==> config.mk <==
export PLATFORM = sky130hd
export DESIGN_NAME = voc_cal_sequencer
export DESIGN_NICKNAME = d
export VERILOG_FILES = /design/src/rtl/voc_cal_pkg.sv /design/src/rtl/voc_avg_accum.sv /design/src/rtl/voc_cal_sequencer.sv
export SDC_FILE = /design/constraint.sdc
export NUM_CORES = 1
export LEC_CHECK = 0
export ABC_AREA = 1
export CAP_MARGIN = 5
export CORE_AREA = 4 4 93 78
export CTS_CLUSTER_SIZE = 28
export DETAILED_ROUTE_END_ITERATION = 10
export DIE_AREA = 0 0 97 82
export PLACE_DENSITY = 0.81
export SYNTH_ARGS = -nofsm -noshare
export SYNTH_HDL_FRONTEND = slang
export SYNTH_SLANG_ARGS = --single-unit
==> constraint.sdc <==
create_clock -name clk -period 3.55 [get_ports clk]
set_input_delay 1.065 -clock clk [delete_from_list [all_inputs] [get_ports clk]]
set_output_delay 1.065 -clock clk [all_outputs]
set_load 0.03 [all_outputs]
==> src/rtl/voc_cal_pkg.sv <==
// Shared types and width helpers for the 0 V offset calibration sequencer.
// The sizing helpers are functions because the widths depend on module parameters.
package voc_cal_pkg;

  typedef enum logic [1:0] {
    ST_IDLE   = 2'd0,
    ST_SETTLE = 2'd1,
    ST_ACCUM  = 2'd2,
    ST_UPDATE = 2'd3
  } voc_state_t;

  function automatic int max2(input int a, input int b);
    return (a > b) ? a : b;
  endfunction

  // Counter covers both the settle count and the N accumulated strobes.
  function automatic int cnt_width(input int settle_smp, input int log2_n);
    return max2($clog2(settle_smp + 1), log2_n + 1);
  endfunction

  function automatic int timer_width(input int period);
    return (period > 1) ? $clog2(period) : 1;
  endfunction

endpackage

==> src/rtl/voc_avg_accum.sv <==
// Strobe-driven accumulator with round-half-up divide by 2^LOG2_N.
// The sum is WIDTH+LOG2_N wide, so N full-scale samples cannot overflow it.
module voc_avg_accum #(
  parameter int WIDTH  = 8,
  parameter int LOG2_N = 10
) (
  input  logic             clk,
  input  logic             rst_n,
  input  logic             clr,
  input  logic             add,
  input  logic [WIDTH-1:0] din,
  output logic [WIDTH-1:0] avg
);

  localparam int SUM_W = WIDTH + LOG2_N;

  logic [SUM_W-1:0] sum;

  always_ff @(posedge clk or negedge rst_n) begin
    if (!rst_n) begin
      sum <= '0;
    end else if (clr) begin
      sum <= '0;
    end else if (add) begin
      sum <= sum + {{LOG2_N{1'b0}}, din};
    end
  end

  // A set half-bit can only round up when the quotient is below full scale,
  // so the WIDTH-bit result never wraps.
  assign avg = sum[SUM_W-1:LOG2_N] + WIDTH'(sum[LOG2_N-1]);

endmodule

==> src/rtl/voc_cal_sequencer.sv <==
// 0 V offset calibration controller: settle, accumulate, average, commit, then
// offset-correct ADC samples. Optional periodic recalibration: VOC_PERIODIC_RECAL_EN.
module voc_cal_sequencer
  import voc_cal_pkg::*;
#(
  parameter int WIDTH        = 8,
  parameter int LOG2_N       = 10,
  parameter int SETTLE_SMP   = 1023,
  parameter int RECAL_PERIOD = 50_000_000
) (
  input  logic             clk,
  input  logic             rst_n,
  input  logic [WIDTH-1:0] ad_data,
  input  logic             ad_valid,
  input  logic             cal_req,
  output logic             cal_ack,
  output logic             cal_busy,
  output logic             cal_done,
  output logic             cal_valid,
  output logic [WIDTH-1:0] voc_data,
  output logic [WIDTH:0]   volt_data,
  output logic             volt_valid,
  output logic [1:0]       dbg_state
);

  localparam int CNT_W = cnt_width(SETTLE_SMP, LOG2_N);
  localparam logic [CNT_W-1:0] SETTLE_LAST = CNT_W'((SETTLE_SMP > 0) ? SETTLE_SMP - 1 : 0);
  localparam logic [CNT_W-1:0] ACCUM_LAST  = CNT_W'((1 << LOG2_N) - 1);

  if (LOG2_N < 1 || RECAL_PERIOD < 1) begin : g_param_check
    $error("voc_cal_sequencer: LOG2_N and RECAL_PERIOD must be at least 1");
  end

  voc_state_t       state;
  logic [CNT_W-1:0] cnt;
  logic [WIDTH-1:0] avg;
  logic             tmr_expire;
  logic             start;

  assign start     = (state == ST_IDLE) && (cal_req || tmr_expire);
  assign dbg_state = state;

`ifdef VOC_PERIODIC_RECAL_EN
  localparam int TMR_W = timer_width(RECAL_PERIOD);
  localparam logic [TMR_W-1:0] TMR_LAST = TMR_W'(RECAL_PERIOD - 1);

  logic [TMR_W-1:0] timer;

  always_ff @(posedge clk or negedge rst_n) begin
    if (!rst_n) begin
      timer <= '0;
    end else if (state != ST_IDLE || start) begin
      timer <= '0;
    end else begin
      timer <= timer + 1'b1;
    end
  end

  assign tmr_expire = (state == ST_IDLE) && (timer == TMR_LAST);
`else
  assign tmr_expire = 1'b0;
`endif

  voc_avg_accum #(
    .WIDTH (WIDTH),
    .LOG2_N(LOG2_N)
  ) u_accum (
    .clk  (clk),
    .rst_n(rst_n),
    .clr  (start),
    .add  ((state == ST_ACCUM) && ad_valid),
    .din  (ad_data),
    .avg  (avg)
  );

  // Handshake: cal_req is a level held by the requester; it is only sampled
  // in IDLE, and cal_ack is a one-cycle pulse visible in the first SETTLE cycle.
  always_ff @(posedge clk or negedge rst_n) begin
    if (!rst_n) begin
      state      <= ST_SETTLE;
      cnt        <= '0;
      cal_ack    <= 1'b0;
      cal_busy   <= 1'b0;
      cal_done   <= 1'b0;
      cal_valid  <= 1'b0;
      voc_data   <= '0;
      volt_data  <= '0;
      volt_valid <= 1'b0;
    end else begin
      cal_ack  <= 1'b0;
      cal_done <= 1'b0;
      case (state)
        ST_IDLE: begin
          if (start) begin
            state    <= ST_SETTLE;
            cnt      <= '0;
            cal_busy <= 1'b1;
            cal_ack  <= cal_req;
          end
        end
        ST_SETTLE: begin
          cal_busy <= 1'b1;
          if (SETTLE_SMP == 0) begin
            state <= ST_ACCUM;
            cnt   <= '0;
          end else if (ad_valid) begin
            if (cnt == SETTLE_LAST) begin
              state <= ST_ACCUM;
              cnt   <= '0;
            end else begin
              cnt <= cnt + 1'b1;
            end
          end
        end
        ST_ACCUM: begin
          cal_busy <= 1'b1;
          if (ad_valid) begin
            if (cnt == ACCUM_LAST) begin
              state <= ST_UPDATE;
              cnt   <= '0;
            end else begin
              cnt <= cnt + 1'b1;
            end
          end
        end
        default: begin
          state     <= ST_IDLE;
          voc_data  <= avg;
          cal_done  <= 1'b1;
          cal_valid <= 1'b1;
          cal_busy  <= 1'b0;
        end
      endcase

      // Uses the registered offset, so the UPDATE cycle still corrects with the old value.
      if (cal_valid && ad_valid) begin
        volt_data  <= {1'b0, ad_data} - {1'b0, voc_data};
        volt_valid <= 1'b1;
      end else begin
        volt_valid <= 1'b0;
      end
    end
  end

endmodule
# ---- Word-level counts from Yosys, hierarchy flattened
# Cells that the tools add are included.
dict set report totals {
  ram_bits 0
  romBits 0
  out_inout_bits 24
  in_bits 12
  mem_count 0
  wordCells 53
  latchBits 0
  reg_bits 53
}
dict set report classes {
  n_mux 20
  n_eq_ne 9
  addsub 4
  bitwise 0
  n_lt_le_gt_ge 0
  div_mod_pow 0
  shifts 0
  mul 0
  n_reduce_logical 10
}
# op count
set ops {}
lappend ops {{two-way mux 11 bit} 5}
lappend ops {{two-way mux 18 bit} 2}
lappend ops {{case mux 11 bit (3 select lines)} 1}
lappend ops {{== test 11 x 10 -> 1 bit (second input constant)} 2}
lappend ops {{adder 18 x 8 -> 18 bit} 1}
lappend ops {{adder 11 x 1 -> 11 bit (second input constant)} 1}
lappend ops {{two-way mux 2 bit} 5}
lappend ops {{subtractor 8 x 8 -> 9 bit} 1}
lappend ops {{adder 8 x 1 -> 8 bit} 1}
lappend ops {{inequality test 2 bit (second input constant)} 4}
lappend ops {{case mux 2 bit (3 select lines)} 1}
lappend ops {{two-way mux 1 bit} 5}
lappend ops {{AND reduction 5 bit} 1}
lappend ops {{AND reduction 4 bit} 1}
lappend ops {{logical AND 1 bit} 3}
lappend ops {{nonzero test 3 bit} 1}
lappend ops {{OR reduction 3 bit} 1}
lappend ops {{== test 2 x 1 -> 1 bit (second input constant)} 1}
lappend ops {{== test 2 bit (second input constant)} 1}
lappend ops {{zero test 2 bit} 1}
lappend ops {{inequality test 2 x 1 -> 1 bit (second input constant)} 1}
lappend ops {{case mux 1 bit (2 select lines)} 1}
lappend ops {{nonzero test 2 bit} 1}
lappend ops {{OR reduction 2 bit} 1}

# ---- Longest topological paths before layout
# Gate-level depths: netlist of the first run.
dict set report logic_depth {
  depth_word 4
  depth_mapped 11
  mapped_depth_nobuf 11
}

# ---- Modules after synthesis
# Synthesis of the first run repeated with hierarchy kept, for this count alone.
dict set report unflattened {
  hier_cells 444
  area_unflattened_um2 3478.3
}
# module area_each_um2 seq_area_each_um2 cells_per_inst instances
set by_module_without_submodules {}
lappend by_module_without_submodules {voc_cal_sequencer 2035.7 877.1 254 1}
lappend by_module_without_submodules {voc_avg_accum 1442.6 450.4 190 1}

# ---- Least setup slack after synthesis of the first run
# No wires, ideal clock.
dict set report synth_timing {
  path_type {input -> register}
  from {input port ad_data[0]}
  to {register u_accum.sum[14]}
  path_buffers 0
  stages 10
  setup_ps 117
  setup_slack_ps 1202
  t_required_ps 3433
  t_arrival_ps 2231
  cell_sequence {ha_1 fa_1 nand2_1 a21oi_2 nand2_1 nand3_2 nand3_1 nand2_1 nand2_1 nor2_1}
}
dict set report synth_between {
  elab_chain_cells 3
}
# item line_no
set synth_lines {}
lappend synth_lines {{from (decl)} voc_cal_sequencer.sv:13} ;# input logic [WIDTH-1:0] ad_data,
lappend synth_lines {{adder 18 x 8 -> 18 bit} voc_avg_accum.sv:25} ;# sum <= sum + {{LOG2_N{1'b0}}, din};
lappend synth_lines {{two-way mux 18 bit} voc_avg_accum.sv:24} ;# end else if (add) begin
lappend synth_lines {{two-way mux 18 bit} voc_avg_accum.sv:22} ;# end else if (clr) begin
lappend synth_lines {{to (signal assigned)} voc_avg_accum.sv:25}
lappend synth_lines {{to (decl)} voc_avg_accum.sv:17} ;# logic [SUM_W-1:0] sum;
# Every way passes these cells. The select of a mux whose other input is x is not followed.
# A chain may end at the register's enable or synchronous reset.

# ---- Final worst setup path of the first run
dict set report layout_timing {
  from {input port ad_data[0]}
  to {register u_accum.sum[16]}
}
# The elaborated chain is that of the path after synthesis.

==> results_dict.tcl, run 1 <==
set metrics [dict create \
    die_w_um 97 \
    overflow 0 \
    yosys_warnings 0 \
    required_ns 3.76 \
    start_kind "input port" \
    finalCritPeriodShare_pct 74.94 \
    cts_root_buf "clkbuf_8" \
    highest_layer "met4" \
    vias_per_cell 5.279 \
    grt_pass1_vias 2904 \
    ys_types 37 \
    final_cell_mix "nand2_1 (126), inv_1 (56), dfrtp_1 (52)" \
    area_growth_pct 15.83 \
    rsz0062_at_grt "no" \
    powerDensity_nw_per_um2 623.0 \
    die_area_um2 7954 \
    ys_ff_latch 53 \
    hpwl_mm 5.917 \
    clk_latency_ns 0.31 \
    worst-path-buf-inv 1 \
    synth_cells 457 \
    cpLargestDelayFamily "adder cells" \
    die_h_um 82 \
    fillers 554 \
    path_max_fanout 6 \
    final_area_um2 3946 \
    fin_crit_ns 2.660 \
    cp_slowest_cell "clkdlybuf4s50_1" \
    leakagePower_nw 1.985 \
    grt_usage_pct 20.44 \
    slew_headroom_pct 68.83 \
    drtPass1Iterations 5 \
    drive_gt1_share_pct 8.652 \
    vias 3067 \
    hold_class "reg2reg" \
    mostFrequentLayoutCell "nand2_1" \
    fin_setup_tns_ns 0 \
    clockBufferDepth 2 \
    cts_tree "yes" \
    place_area_um2 3845 \
    synth_area_um2 3407 \
    grt_max_degree 35 \
    syn-num-nets 495 \
    routed_wl_mm 7.749 \
    final.setup_skew_ns 0.007647 \
    ir_worst_vdd_v 0.0004221 \
    rows 26 \
    drtIter0Drc 154 \
    start_util_pct 54.26 \
    wl_per_cell_um 13.34 \
    nNetsFinal 534 \
    async_reset_ff_share_pct 100.0 \
    cts_sinks 53 \
    crit_path_end_kind "flip-flop" \
    fmax_mhz 375.9 \
    status "finished clean" \
    antenna_found_initial 0 \
    synth_edf_count 0 \
    gp_congestion 0.9252 \
    wl_met1_mm 3.660 \
    detail-route-antenna-nets 0 \
    synthFlopType "dfrtp_1" \
    diodes 0 \
    tightest_slew_ns 0.4675 \
    h-tree-depth 2 \
    ioPinCount 36 \
    cp_common_cell "nand2_1" \
    seq_area_frac_synth_pct 38.96 \
    grt_pass1_wl_mm 13.40 \
    hold_viol_final 0 \
    crit_type "in2reg" \
    numCtsBuffers 5 \
    wl_met3_um 475 \
    coreArea_um2 6279 \
    slew_violations 0 \
    path_cells "clkdlybuf4s50_1 > ha_1 > fa_1 > nand2_1 > a21oi_2 > nand2_1 > nand3_2 > nand3_1 > nand2_1 > nand2_1 > nor2_1" \
    holdBufCountCts 0 \
    cts_setup_buffers 0 \
    syn_avg_cell_area_um2 7.455 \
    numPortBuffers 35 \
    drcViolationCount 0 \
    wl_met2_mm 3.501 \
    post_cts_resize_count 0 \
    finalSetupViolCount 0 \
    slowest_delay_ns 0.43 \
    drv_cap 0 \
    clk_pin_slew_ns 0.10 \
    cp.arrival_ns 2.87 \
]
==> cells by family (layout without fill, tap and decap cells) <==
| group | after synthesis | after routing | synth area share (%) |
|---|---|---|---|
| compound gates | 50 | 50 | 8.043 |
| xor+xnor | 9 | 9 | 2.314 |
| fa+ha+maj | 26 | 26 | 9.989 |
| buf+inv | 66 | 106 | 7.712 |
| flops | 53 | 53 | 38.96 |
| simple gates | 253 | 253 | 32.98 |
==> cell usage after synthesis, types with 2 or more instances <==
library cell,instances,area share [%]
clkbuf_1,2,0.22
a21oi_1,16,2.4
ha_1,24,8.8
or2_2,5,0.92
o21ai_1,2,0.29
fa_1,2,1.2
nand3_1,50,7.3
nand2_1,126,14
nor2_2,5,0.92
inv_2,3,0.33
inv_1,56,6.2
xor2_1,3,0.77
xnor2_1,6,1.5
nand3_2,2,0.59
a21o_1,2,0.44
dfrtp_1,52,38
nand4_1,7,1.3
nor2_4,2,0.66
nand2_2,9,1.7
nor2_1,45,5.0
o21ai_0,22,3.2
==> final timing paths <==
check	startpoint	endpoint	slack (ns)	depth (start not counted)
max	ad_data[0]	u_accum.sum[16]	0.89	11
min	volt_data[2]	volt_data[2]	0.49	2
max reg2reg	dbg_state[0]	cnt[5]	1.35	10
max in group asynchronous	rst_n	cnt[0]	2.05	2
min in group asynchronous	rst_n	cnt[9]	0.70	1
min reg2reg	volt_data[2]	volt_data[2]	0.49	2
==> registers in the layout (all words and copies together), names as in the netlist <==
name and count:
u_accum.sum 18, cnt 11, volt_data 9, voc_data 8
dbg_state 2, cal_ack 1, cal_busy 1, cal_done 1
cal_valid 1, volt_valid 1
==> metal layers <==
layer | vias to the layer above | global-route usage (%)
li1 | 1539 | -
met1 | 1405 | 27.86
met2 | 110 | 34.37
met3 | 13 | 2.971
met4 | 0 | 5.891
met5 | - | 0
==> power breakdown <==
| group | internal [mW] | switching (mW) | leakage, nW |
|---|---|---|---|
| sequential | 0.734 | 0.0962 | 0.697 |
| clock | 0.177 | 0.198 | 0.0542 |
| combinational | 0.452 | 0.801 | 1.23 |
==> layout make-up <==
cell class                      count  area (um2)  area share, %
Timing Repair Buffer               38       367.9          9.322
Tap cell                           84       105.1          2.663
Sequential cell                    53        1328          33.64
Clock inverter                      1       5.005         0.1268
Clock buffer                        7       96.34          2.441
Inverter                           60       227.7          5.770
Multi-Input combinational cell    338        1817          46.04
==> worst register-to-register path: stages (launching register included) <==
cell	delay, ns
dfstp_2	0.57
ha_1	0.43
inv_2	0.17
nand2_1	0.12
nor2_2	0.04
buf_4	0.17
nand3_1	0.15
nor2_1	0.08
or2_2	0.27
inv_1	0.05
nor2_1	0.03
==> stage by stage <==
| step | power (mW) | setup slack, ns | util, % | hold slack [ns] | std cells |
|---|---|---|---|---|---|
| after detailed placement | 2.082 | 0.5742 | 61.24 | 0.4669 | 573 |
| after global routing | 2.640 | 0.7156 | 62.85 | 0.5270 | 581 |
| after global placement | 2.041 | 0.6166 | 61.24 | 0.4628 | 573 |
| final | 2.459 | 0.8896 | 62.85 | 0.4862 | 581 |
| after floorplan | 1.703 | 1.202 | - | 0.4821 | 457 |
| after CTS | 2.461 | 0.9077 | 62.85 | 0.4922 | 581 |
Note: power is estimated with default switching activity, not from simulation.
==> run 2: changes to the inputs <==
- clock period: 3.55 -> 2.5 ns (I/O delays scaled with it)
==> run 2 against run 1 <==
Wire length increased by 1.9%. Hold slack improved by 0.0040 ns. Sequential share of layout area decreased by 1.3 points. Largest cell class unchanged. Critical path type unchanged. Highest routed layer unchanged. Final cell count increased by 3.1%. Largest power group unchanged. Clock power increased by 64%. Design area increased by 4.0%. First-iteration DRC count decreased by 20%.
==> results_dict.tcl, run 2 (synthesis gave the netlist of run 1 again) <==
set metrics [dict create \
    clk_pin_slew_ns 0.10 \
    nNetsFinal 552 \
    antenna_found_initial 0 \
    hold_class "reg2reg" \
    final.setup_skew_ns 0.007839 \
    required_ns 2.71 \
    area_growth_pct 20.49 \
    die_w_um 97 \
    fmax_mhz 429.8 \
    drtPass1Iterations 4 \
    r2r_setup_slack_ns 0.53 \
    powerDensity_nw_per_um2 899.9 \
    path_max_fanout 6 \
    cts_tree "yes" \
    place_area_um2 3980 \
    largest_reg_flops 18 \
    gp_congestion 0.9053 \
    finalCritPeriodShare_pct 93.06 \
    top_register "u_accum.sum" \
    rows 26 \
    drv_cap 0 \
    fin_util_pct 65.38 \
    vias_per_cell 5.125 \
    post-place-ws_ns -0.1421 \
    leakagePower_nw 2.075 \
    cts_sinks 53 \
    cts_root_buf "clkbuf_8" \
    routed_wl_mm 7.894 \
    slew_violations 0 \
    vias 3070 \
    status "finished clean" \
    setup_ws_ns 0.1736 \
    h-tree-depth 2 \
    tightest_slew_ns 0.6849 \
    numCtsBuffers 5 \
    start_kind "input port" \
    ioPinCount 36 \
    grt_pass1_vias 2939 \
    grt_usage_pct 21.27 \
    holdBufCountCts 0 \
    slew_headroom_pct 54.34 \
    ir_worst_vdd_v 0.0005950 \
    mostFrequentLayoutCell "nand2_1" \
    finalSetupViolCount 0 \
    hpwl_mm 6.135 \
    drtIter0Drc 123 \
    holdWs_ns 0.4901 \
    drcViolationCount 0 \
    die_h_um 82 \
    fin_crit_ns 2.326 \
    wl_per_cell_um 13.18 \
    detail-route-antenna-nets 0 \
    grt_max_degree 54 \
    cp.arrival_ns 2.54 \
    clockBufferDepth 2 \
    rsz0062_at_grt "no" \
    start_util_pct 54.26 \
    final_area_um2 4105 \
    hold_viol_final 0 \
    crit_type "in2reg" \
    die_area_um2 7954 \
    final_cell_mix "nand2_1 (126), inv_1 (56), dfrtp_1 (52)" \
    cts_setup_buffers 0 \
    overflow 0 \
    numPortBuffers 35 \
    coreArea_um2 6279 \
    biggestRegsByFlops "u_accum.sum: 18 flops, cnt: 11 flops, volt_data: 9 flops" \
    diodes 0 \
    crit_path_end_kind "flip-flop" \
    grt_pass1_wl_mm 13.74 \
    drive_gt1_share_pct 12.04 \
    clk_latency_ns 0.31 \
]
-- run 2: cell types whose count changed in the layout (fill, tap and decap cells not counted), sizes merged --
cell / change
clkinv: -1
clkbuf: -1
buf: +18
bufinv: +1
clkinvlp: +1
-- run 2: power by group --
group / leakage [nW] / total [mW] / switching, mW / internal, mW
Sequential: 0.697 / 1.18 / 0.133 / 1.04
Combinational: 1.32 / 1.90 / 1.17 / 0.734
Clock: 0.0574 / 0.615 / 0.289 / 0.326
-- run 2: final timing paths --
check / cells past startpoint / to / from
setup / recovery: 11 / u_accum.sum[12] / ad_data[0]
setup reg to reg: 11 / cnt[9] / dbg_state[0]
max in group asynchronous: 2 / cal_done / rst_n
min in group asynchronous: 2 / cnt[5] / rst_n
hold / removal: 2 / volt_data[5] / volt_data[5]
hold reg to reg: 2 / volt_data[5] / volt_data[5]
-- run 2: worst max-delay path, stage by stage --
cell	delay, ns
clkdlybuf4s50_1	0.44
ha_1	0.25
fa_1	0.39
nand2_1	0.11
a21oi_2	0.08
nand2_1	0.08
nand3_2	0.15
nand3_1	0.14
nand2_1	0.06
nand2_1	0.05
nor2_1	0.04
-- run 2: area by class of cell --
class	count	area [um2]
fill	534	2173
inverter	60	227.7
multi-input combinational	338	1822
clock buffer	6	82.58
sequential	53	1328
timing repair buffer	56	503.0
clock inverter	2	37.54
tap	84	105.1
-- run 2: timing repair --
action,in CTS,in global routing
gates resized for setup,0,1
endpoints found under the hold margin,0,0
endpoints found under the setup margin,0,1
-- run 2: metrics by stage --
stage,setup TNS (ns),std cells,total power [mW]
5_1_grt,0,599,3.976
3_5_place_dp,-0.9734,591,3.085
6_report,0,599,3.694
2_1_floorplan,0,457,2.418
3_3_place_gp,-0.3239,591,3.004
4_1_cts,0,599,3.702
-- run 2: routing by layer --
layer	vias up	GRT usage [%]	wire, um
met2	69	34.85	3616
li1	1579	-	-
met4	0	5.049	78
met1	1411	29.41	3772
met3	11	4.160	427
met5	-	0	0
